### config.mk
export PLATFORM = sky130hd
export DESIGN_NAME = fmv_display_frame_sched
export DESIGN_NICKNAME = d
export VERILOG_FILES = /design/src/rtl/fmv_display_frame_sched_pkg.sv /design/src/rtl/fmv_display_frame_sched.sv
export SDC_FILE = /design/constraint.sdc
export NUM_CORES = 1
export LEC_CHECK = 0
export CORE_ASPECT_RATIO = 1.1
export CORE_MARGIN = 3
export CORE_UTILIZATION = 30
export DETAILED_ROUTE_END_ITERATION = 8
export DONT_BUFFER_PORTS = 1
export PLACE_DENSITY_LB_ADDON = 0.25
export SYNTH_ARGS = -nofsm -noshare
export SYNTH_HDL_FRONTEND = slang
export SYNTH_SLANG_ARGS = --single-unit
### constraint.sdc
create_clock -name clk -period 2.7 [get_ports clk]
set_input_delay 0.405 -clock clk [delete_from_list [all_inputs] [get_ports clk]]
set_output_delay 0.405 -clock clk [all_outputs]
set_load 0.05 [all_outputs]
### src/rtl/fmv_display_frame_sched_pkg.sv
// fmv_display_frame_sched_pkg: shared mpeg util types and constants for display frame scheduling.
package fmv_display_frame_sched_pkg;

    localparam int ADR_W   = 16;
    localparam int POP_GAP = 3;

    typedef struct packed {
        logic [ADR_W-1:0] y;
        logic [ADR_W-1:0] u;
        logic [ADR_W-1:0] v;
    } planar_yuv_s;

    typedef enum logic [1:0] {IDLE, SHOW, LOCK, FLUSH} sched_state_e;

    function automatic logic [2:0] first_field_cnt(input logic [2:0] fpf);
        return (fpf == 3'd0) ? 3'd0 : fpf - 3'd1;
    endfunction

endpackage

### src/rtl/fmv_display_frame_sched.sv
// fmv_display_frame_sched: picks the displayed frame per field, pops the decoded-frame queue,
// and returns retired buffers to the free pool.
module fmv_display_frame_sched
    import fmv_display_frame_sched_pkg::*;
(
    input  logic        clk,
    input  logic        reset,
    input  logic        vsync,
    input  logic        playing,
    input  logic        flush,
    input  logic [2:0]  fields_per_frame,
    input  logic        fifo_valid,
    input  planar_yuv_s fifo_q,
    output logic        fifo_strobe,
    output planar_yuv_s frame_adr,
    output logic        frame_adr_valid,
    output logic        release_we,
    output planar_yuv_s release_adr,
    output logic [7:0]  underrun_cnt
);

    localparam logic [1:0] GAP = 2'(POP_GAP - 1);

    sched_state_e state_q;
    logic [2:0]   field_cnt_q;
    logic [1:0]   gap_q;
    logic         lock_swap_q;
    logic         strobe_q;
    logic         valid_q;
    logic         release_we_q;
    logic [7:0]   underrun_q;
    planar_yuv_s  frame_adr_q;
    planar_yuv_s  release_adr_q;

    assign fifo_strobe     = strobe_q;
    assign frame_adr       = frame_adr_q;
    assign frame_adr_valid = valid_q;
    assign release_we      = release_we_q;
    assign release_adr     = release_adr_q;
    assign underrun_cnt    = underrun_q;

    always_ff @(posedge clk) begin
        if (reset) begin
            state_q       <= IDLE;
            field_cnt_q   <= '0;
            gap_q         <= '0;
            lock_swap_q   <= 1'b0;
            strobe_q      <= 1'b0;
            valid_q       <= 1'b0;
            release_we_q  <= 1'b0;
            underrun_q    <= '0;
            frame_adr_q   <= '0;
            release_adr_q <= '0;
        end else begin
            strobe_q     <= 1'b0;
            release_we_q <= 1'b0;
            // flush outranks any coincident vsync; a repeat flush while draining is absorbed
            if (flush && state_q != FLUSH) begin
                state_q       <= FLUSH;
                gap_q         <= GAP;
                release_we_q  <= valid_q;
                release_adr_q <= frame_adr_q;
                valid_q       <= 1'b0;
            end else begin
                case (state_q)
                    IDLE: if (vsync && playing && fifo_valid) begin
                        frame_adr_q <= fifo_q;
                        strobe_q    <= 1'b1;
                        valid_q     <= 1'b1;
                        field_cnt_q <= first_field_cnt(fields_per_frame);
                        gap_q       <= GAP;
                        lock_swap_q <= 1'b0;
                        state_q     <= LOCK;
                    end
                    SHOW: if (vsync && playing) begin
                        if (field_cnt_q != 3'd0) begin
                            field_cnt_q <= field_cnt_q - 3'd1;
                        end else if (fifo_valid) begin
                            release_we_q  <= 1'b1;
                            release_adr_q <= frame_adr_q;
                            frame_adr_q   <= fifo_q;
                            strobe_q      <= 1'b1;
                            field_cnt_q   <= first_field_cnt(fields_per_frame);
                            gap_q         <= GAP;
                            lock_swap_q   <= 1'b1;
                            state_q       <= LOCK;
                        end else if (underrun_q != 8'hff) begin
                            underrun_q <= underrun_q + 8'd1;
                        end
                    end
                    LOCK: begin
                        gap_q <= gap_q - 2'd1;
                        if (gap_q == 2'd1) state_q <= SHOW;
                        if (vsync && playing && lock_swap_q && field_cnt_q != 3'd0)
                            field_cnt_q <= field_cnt_q - 3'd1;
                    end
                    FLUSH: begin
                        if (gap_q != 2'd0) begin
                            gap_q <= gap_q - 2'd1;
                        end else if (fifo_valid) begin
                            strobe_q      <= 1'b1;
                            release_we_q  <= 1'b1;
                            release_adr_q <= fifo_q;
                            gap_q         <= GAP;
                        end else begin
                            state_q <= IDLE;
                        end
                    end
                    default: state_q <= IDLE;
                endcase
            end
        end
    end

endmodule

== Word level (Yosys, flattened, before mapping) ==
Index checks and enable logic that the tools add are counted.
Word-level totals
  register bits after elaboration: 115
  bits of input ports: 57
  output and inout port bits: 107
  logic and storage cells: 109
Operators by class
  add/subtract/negate cells: 4
  equal/unequal tests: 20
  mux-type cells: 46
  bitwise operators: 3
  reduce and logical (&&, ||, !) cells: 21
Operators with widths (count)
  $mux W48: 9
  $pmux W48 S2: 2
  $ne A3 B3 Y1 const B: 9
  $mux W2: 13
  $reduce_and A6 Y1: 4
  $mux W3: 6
  $pmux W2 S4: 2
  $ne A2 B2 Y1 const B: 6
  $mux W1: 10
  $pmux W3 S3: 1
  $reduce_bool A3 Y1: 3
  $add A8 B1 Y8 const B: 1
  $ne A8 B8 Y1 const B: 1
  $reduce_and A7 Y1: 1
  $reduce_and A3 Y1: 2
  $sub A3 B1 Y3 const B: 2
  $logic_and A1 B1 Y1: 5
  $eq A2 B1 Y1 const B: 2
  $eq A2 B2 Y1 const B: 2
  $pmux W1 S2: 2
  $reduce_bool A2 Y1: 2
  $logic_not A3 Y1: 1
  $not A1 Y1: 3
  $pmux W1 S3: 1
  other kinds (4): 4

== Depth between registers and ports, before layout ==
Gate-level depths: netlist of the first run.
  depth after elaboration: 6
  gate-level depth with buffers: 9
  gate-level depth less buffers: 6

== Least setup slack after synthesis of the first run ==
Ideal clock, no wire load.
  path type: reg2reg
  start: reg state_q[1]
  end: reg release_adr_q, in the netlist release_adr[42]
  library setup time: 0.121 ns
  arrival: 1.974 ns
  data required time: 2.579 ns
  slack: 0.605 ns
  stages on the path, launching flop included: 9
  buffers on the path: 3
  clock period less this slack: 2.095 ns
  cells stage by stage: dfxtp_1 inv_1 ha_1 buf_2 o22ai_1 a31oi_1 buf_2 buf_2 mux2_2
On the way
  cells in the longest elaborated chain, start to end: 4
  elaborated cells between the ends (all ways): 13
  classes of those cells: eq/ne: 8; mux: 2; reduce/logical: 3
Ends and longest elaborated chain
  start: declaration: line fmv_display_frame_sched.sv:24  | sched_state_e state_q;
  start signal: assignment: line fmv_display_frame_sched.sv:44  | state_q <= IDLE;
  start signal: assignment: line fmv_display_frame_sched.sv:59  | state_q <= FLUSH;
  start signal: assignment: line fmv_display_frame_sched.sv:73  | state_q <= LOCK;
  $ne A2 B2 Y1: line fmv_display_frame_sched.sv:58  | if (flush && state_q != FLUSH) begin
  $logic_and A1 B1 Y1: line fmv_display_frame_sched.sv:58
  $ne A3 B3 Y1 (no source line) or $reduce_bool A3 Y1 (tied branches)
  $reduce_and A6 Y1 (no source line)
  end signal: assignment: line fmv_display_frame_sched.sv:62  | release_adr_q <= frame_adr_q;
  end signal: assignment: line fmv_display_frame_sched.sv:80  | release_adr_q <= frame_adr_q;
  end signal: assignment: line fmv_display_frame_sched.sv:103  | release_adr_q <= fifo_q;
  end: declaration: line fmv_display_frame_sched.sv:33  | planar_yuv_s release_adr_q;
Several ways; a longest one is shown, not always the timed one.
A chain may end at the register's enable or synchronous reset.

== Worst setup path in the final report of the first run ==
  start: reg state_q[1]
  end: reg underrun_q[5], in the netlist underrun_cnt[5]
On the way
  cells in the longest elaborated chain, start to end: 4
  elaborated cells between the ends (all ways): 5
  classes of those cells: eq/ne: 2; bitwise: 1; reduce/logical: 2
Ends and longest elaborated chain
  $ne A2 B2 Y1: line fmv_display_frame_sched.sv:58
  $logic_and A1 B1 Y1: line fmv_display_frame_sched.sv:58
  $not A1 Y1 (no source line)
  $reduce_and A6 Y1 (no source line) (*)
  end signal: assignment: line fmv_display_frame_sched.sv:88  | underrun_q <= underrun_q + 8'd1;
  end: declaration: line fmv_display_frame_sched.sv:31  | logic [7:0] underrun_q;
Every way passes the cells marked *; elsewhere a longest branch is shown, timed or not.

==> results of run 1 <==
==> how the worst min path moves through the flow <==
stage | from | cells after the start | slack (ns) | end
finish | reset | 1 | 0.07 | frame_adr[22]
global route | reset | 1 | 0.04 | frame_adr[22]
CTS | reset | 1 | 0.04 | frame_adr[30]
detailed placement | reset | 1 | 0.49 | frame_adr[27]
global placement | reset | 1 | 0.49 | frame_adr[22]
floorplan | lock_swap_q | 2 | 0.46 | lock_swap_q
==> routing by layer <==
layer	share of wire (%)	up-vias	GRT usage, %
met5	0	-	0
met4	1.2	0	4.234
met3	11	8	8.165
met2	48	119	22.09
met1	40	1929	14.09
li1	-	1982	-
==> power groups by stage <==
stage | Sequential, µW | Clock (µW) | Combinational (µW)
global placement | 2290 | 0 | 1120
finish | 2250 | 2130 | 1140
global route | 2270 | 2290 | 1260
detailed placement | 2290 | 0 | 1160
CTS | 2260 | 2210 | 1160
floorplan | 2250 | 0 | 946
==> cell usage after synthesis (6+ instances only) <==
master / count
nor2_1: 97
nand2_1: 18
buf_2: 8
mux2_2: 48
clkbuf_1: 21
a21oi_1: 13
buf_1: 7
inv_1: 18
o21ai_0: 6
nor2b_1: 48
nand2b_1: 6
dfxtp_1: 115
ha_1: 12
mux2i_1: 98
==> logic make-up after synthesis <==
| family | share of synthesized area (%) |
|---|---|
| AOI/OAI and AO/OA | 6.928 |
| adders and majority gates | 2.699 |
| buffers and inverters | 4.296 |
| DFF | 41.39 |
| muxes | 27.35 |
| and+or+nand+nor | 17.34 |
==> flip-flops by register name (all words and copies together), names as in the netlist <==
register / flops
fifo_strobe: 1
frame_adr: 48
gap_q: 2
frame_adr_valid: 1
lock_swap_q: 1
release_we: 1
field_cnt_q: 3
underrun_cnt: 8
state_q: 2
release_adr: 48
==> layout make-up <==
cell class	count	area share, %
well taps	238	4.680
flip-flops and latches	115	36.18
repair buffers	6	1.101
clock buffers	18	6.903
multi-input cells	409	48.04
clock inverters	14	2.026
inverters	18	1.062
==> stage by stage <==
| step | power (µW) | cells | worst slack (ns) | hold slack, ns | area (µm²) |
|---|---|---|---|---|---|
| after floorplan | 3192 | 581 | 0.6051 | 0.4600 | 5563 |
| after global placement | 3407 | 786 | 0.3709 | 0.4896 | 5794 |
| after detailed placement | 3448 | 786 | 0.3195 | 0.4893 | 5794 |
| after CTS | 5626 | 818 | 0.2980 | 0.04338 | 6362 |
| after global routing | 5820 | 818 | 0.1204 | 0.03907 | 6362 |
| final | 5531 | 818 | 0.2877 | 0.07096 | 6362 |
==> impl_metrics.csv, run 1 <==
group,metric,value,unit
min_path,hold_path_class,"input port to flop",
clocking,cts_root_buf,"clkbuf_16",
clocking,clkSlewWorstSetupHoldPaths,0.06,ns
synth,yosys_most_used_dff,"dfxtp_1",
clocking,cts_tree,"yes",
global_route,antenna_found_initial,0,
power,p_seq_share,40.7,%
layout,finalCoreUtilization,35.48,%
setup_path,cp_top_family,"simple AND/OR/NAND/NOR gates",
detailed_routing,drt_wl_total,13.50,mm
synth,ys_ff_latch,115,
setup_path,ff2ff_path_depth,6,
clocking,clk_path_buf_depth,2,
clocking,cts_buffers,17,
synth,synthesis.area,5563,µm²
global_route,grt_pass1_vias,4227,
setup_path,worst_setup_path_start_kind,"flop",
clocking,cts_setup_buffers,0,
layout,seqCellArea,2302,µm²
layout,antennaDiodeCount,0,
layout,mostFrequentLayoutCells,"115 x dfxtp_1, 98 x mux2i_1, 97 x nor2_1",
detailed_routing,num_vias,4038,
floorplanning,initial_utilization,31.02,%
floorplanning,core,17930,µm²
synth,synth.avg_cell_area,9.575,µm²
power,clkPwrFrac,38.6,%
placed_design,dp_hpwl,9.021,mm
clocking,cts_resized,0,
synth,synth_area_leader_cell,"dfxtp_1",
sta,min_period,2.412,ns
synth,async_flop_share,0,%
layout,area_growth,14.37,%
sta,rsz0062_at_grt,"no",
synth,synthCells,581,
detailed_routing,first_pass_iters,4,
power,comb_power_share,20.7,%
setup_path,worstPathCellList,"inv_1, ha_1, nand3b_4, or4_4, or4_1, a21oi_1",
global_route,grt_usage,13.34,%
sta,drv_slew,0,
floorplanning,die_y,148.8,µm
synth,ys_seq_area_share,41.39,%
setup_path,r2r_setup_slack,0.29,ns
setup_path,path_depth,6,
synth,synth.distinct_cells,48,
synth,synth_area_leaders,"dfxtp_1 41%, mux2i_1 18%, mux2_2 9.7%",
sta,slew-limit-headroom,55.45,%
layout,drive_above_1_share,16.21,%
placed_design,io_buffers,0,
global_route,grt_first_pass_wirelength,21.53,mm
layout,final_common_cell,"dfxtp_1",
setup_path,critPathMaxFanout,14,
setup_path,critPathRequiredTime,3.03,ns
job,drv_cap,0,
floorplanning,fp-row-count,51,
floorplanning,dieArea,20210,µm²
setup_path,path_buf_inv,1,
synth,yosysWarnings,0,
floorplanning,die_x,135.8,µm
detailed_routing,drt-initial-drc-count,105,
power,switching_share,34.23,%
power,p_per_area,869.3,nW/µm²
clocking,clk_latency,0.41,ns
sta,hold_viol_final,0,
synth,synth_nets,650,
detailed_routing,viasPerCell,4.936,
outcome,outcome,"complete, no violations",
global_route,grt_max_degree,155,
synth,synth_edf_count,0,
setup_path,crit_type,"flop to flop",
global_route,overflow,0,
sta,max_freq,414.5,MHz
sta,tns,0,ns
layout,multiInputGateArea,3057,µm²
power,cell_internal_pwr,3638,µW
setup_path,startpoint,"state_q[1]",
setup_path,cp.arrival,2.74,ns
synth,synth_top_area_share,41.39,%
sta,worst_slew_pin_slew,0.6682,ns
sta,setup_viol,0,
layout,nets,636,
sta,skew,0.008986,ns
setup_path,rr_startpoint,"state_q[1]",
detailed_routing,antenna_left,0,
sta,fin_crit_sh,89.35,%
clocking,htree_levels,4,
detailed_routing,wl_per_cell,16.50,µm
detailed_routing,route.detailed.drc,0,
setup_path,end_kind,"flop",
setup_path,cp-endpoint,"underrun_cnt[5]",
power,p_leak,0.002266,µW
floorplanning,ios,164,
setup_path,worst_path_largest_cell_delay,0.53,ns
clocking,clkSinkCount,115,
power,peakVddDrop,0.4119,mV
placed_design,gp_congestion,0.7554,
power,p_sw,1893,µW
setup_path,slowest_stage,"or4_4",
setup_path,r2r_end,"underrun_cnt[5]",
clocking,ctsHoldBuffers,0,
layout,fill_cells,1813,
Note: power is estimated with default switching activity, not from simulation.
==> run 2: changes to the inputs <==
Settings changed: GPL_ROUTABILITY_DRIVEN from default to 0.
Clock period 2.7 ns to 2.4 ns, I/O delays scaled along.
==> impl_metrics.csv, run 2 (synthesis gave the netlist of run 1 again) <==
group,metric,value,unit
detailed_routing,first_pass_iters,4,
clocking,clkSinkCount,115,
sta,rsz0062_at_grt,"no",
sta,finalWorstSetupSlack,0.2027,ns
setup_path,r2r_end,"underrun_cnt[3]",
power,p_per_area,985.3,nW/µm²
placed_design,pre_cts_ws,0.2318,ns
power,cell_internal_pwr,4185,µW
sta,worst_slew_pin_slew,0.6040,ns
clocking,clk_path_buf_depth,2,
floorplanning,ios,164,
clocking,cts_tree,"yes",
min_path,hold_path_class,"input port to flop",
min_path,hold_end,"frame_adr[44]",
layout,mostFrequentLayoutCells,"115 x dfxtp_1, 98 x mux2i_1, 97 x nor2_1",
floorplanning,die_y,148.8,µm
floorplanning,fp-row-count,51,
sta,setup_viol,0,
global_route,grt_usage,13.77,%
global_route,overflow,0,
setup_path,rr_startpoint,"state_q[1]",
sta,tns,0,ns
floorplanning,core,17930,µm²
sta,min_period,2.197,ns
sta,skew,0.007833,ns
sta,fin_crit_sh,91.55,%
global_route,grt_first_pass_wirelength,22.01,mm
power,p_seq_share,39.8,%
sta,drv_slew,0,
power,p_leak,0.002312,µW
global_route,antenna_found_initial,0,
clocking,htree_levels,4,
clocking,clkSlewWorstSetupHoldPaths,0.06,ns
layout,nets,643,
detailed_routing,viasPerCell,4.968,
setup_path,crit_type,"flop to flop",
detailed_routing,drt_wl_total,13.86,mm
placed_design,dp_hpwl,9.068,mm
job,drv_cap,0,
setup_path,cp.arrival,2.53,ns
layout,area_growth,15.90,%
sta,hold_viol_final,0,
global_route,grt_max_degree,155,
floorplanning,dieArea,20210,µm²
min_path,min_from,"reset",
detailed_routing,wl_per_cell,16.80,µm
detailed_routing,antenna_left,0,
floorplanning,die_x,135.8,µm
layout,final_common_cell,"dfxtp_1",
setup_path,end_kind,"flop",
setup_path,worst_setup_path_start_kind,"flop",
placed_design,io_buffers,0,
setup_path,critPathRequiredTime,2.74,ns
floorplanning,initial_utilization,31.02,%
detailed_routing,num_vias,4099,
clocking,cts_buffers,17,
placed_design,placed_cells,792,
sta,slew-limit-headroom,59.21,%
power,comb_power_share,21.0,%
layout,antennaDiodeCount,0,
setup_path,ff2ff_path_depth,6,
power,peakVddDrop,0.4617,mV
setup_path,r2r_setup_slack,0.20,ns
power,p_sw,2168,µW
power,clkPwrFrac,39.2,%
clocking,cts_root_buf,"clkbuf_16",
setup_path,critPathMaxFanout,14,
sta,hold_slack,0.02315,ns
min_path,whs_path_depth,1,
power,switching_share,34.12,%
layout,drive_above_1_share,17.04,%
sta,max_freq,455.1,MHz
outcome,outcome,"complete, no violations",
detailed_routing,drt-initial-drc-count,127,
detailed_routing,route.detailed.drc,0,
layout,layout.cells.non_filler,825,
clocking,clk_latency,0.41,ns
global_route,grt_pass1_vias,4129,
[run 2: cell types whose count changed in the layout (fill, tap and decap cells not counted), sizes merged]
cell | previous run | this run
dlygate4sd3 | 0 | 1
clkbuf | 18 | 20
buf | 6 | 12
clkinv | 6 | 2
inv | 22 | 24
[run 2: worst max-delay path, cell delays in order (launching register included)]
cell	delay, ns
dfxtp_1	0.35
inv_1	0.15
ha_1	0.26
nand3b_4	0.15
or4_4	0.53
or4_1	0.54
a21oi_1	0.14
[run 2: worst max-delay path by stage]
stage	from	endpoint	slack, ns
6_report	state_q[1]	underrun_cnt[3]	0.20
5_1_grt	state_q[1]	gap_q[0]	0.08
4_1_cts	state_q[1]	underrun_cnt[3]	0.21
3_5_place_dp	state_q[1]	underrun_cnt[3]	0.23
3_3_place_gp	state_q[1]	underrun_cnt[7]	0.28
2_1_floorplan	state_q[1]	release_adr[42]	0.31
[run 2: layout make-up]
| type | count | area, µm² |
|---|---|---|
| well taps | 238 | 297.8 |
| flip-flops and latches | 115 | 2302 |
| inverters | 18 | 67.56 |
| multi-input cells | 409 | 3057 |
| repair buffers | 13 | 137.6 |
| clock inverters | 12 | 118.9 |
| fillers | 1810 | 11480 |
| clock buffers | 20 | 466.7 |
[run 2: layer usage]
layer | vias up | part of all wire (%) | global-route usage, %
li1 | 2003 | - | -
met1 | 1937 | 40 | 15.41
met2 | 137 | 47 | 21.56
met3 | 22 | 12 | 8.063
met4 | 0 | 2.0 | 5.343
met5 | - | 0 | 0
[run 2: what timing repair did]
action                    4_1_cts  5_1_grt
hold endpoints to repair        0        9
setup buffers                   0        0
gates resized for setup         0        0
hold buffers                    0        1
[run 2: power groups by stage]
stage	logic, µW	registers [µW]	clock network [µW]
CTS	1350	2530	2570
detailed placement	1340	2580	0
global placement	1310	2570	0
global route	1480	2550	2650
floorplan	1060	2530	0
finish	1330	2530	2490
[run 2: stage by stage]
stage	instance area (µm²)	util [%]	total power (µW)
floorplan	5563	-	3591
global placement	5852	32.64	3876
detailed placement	5852	32.64	3915
CTS	6437	35.90	6455
global route	6447	35.96	6687
finish	6447	35.96	6353
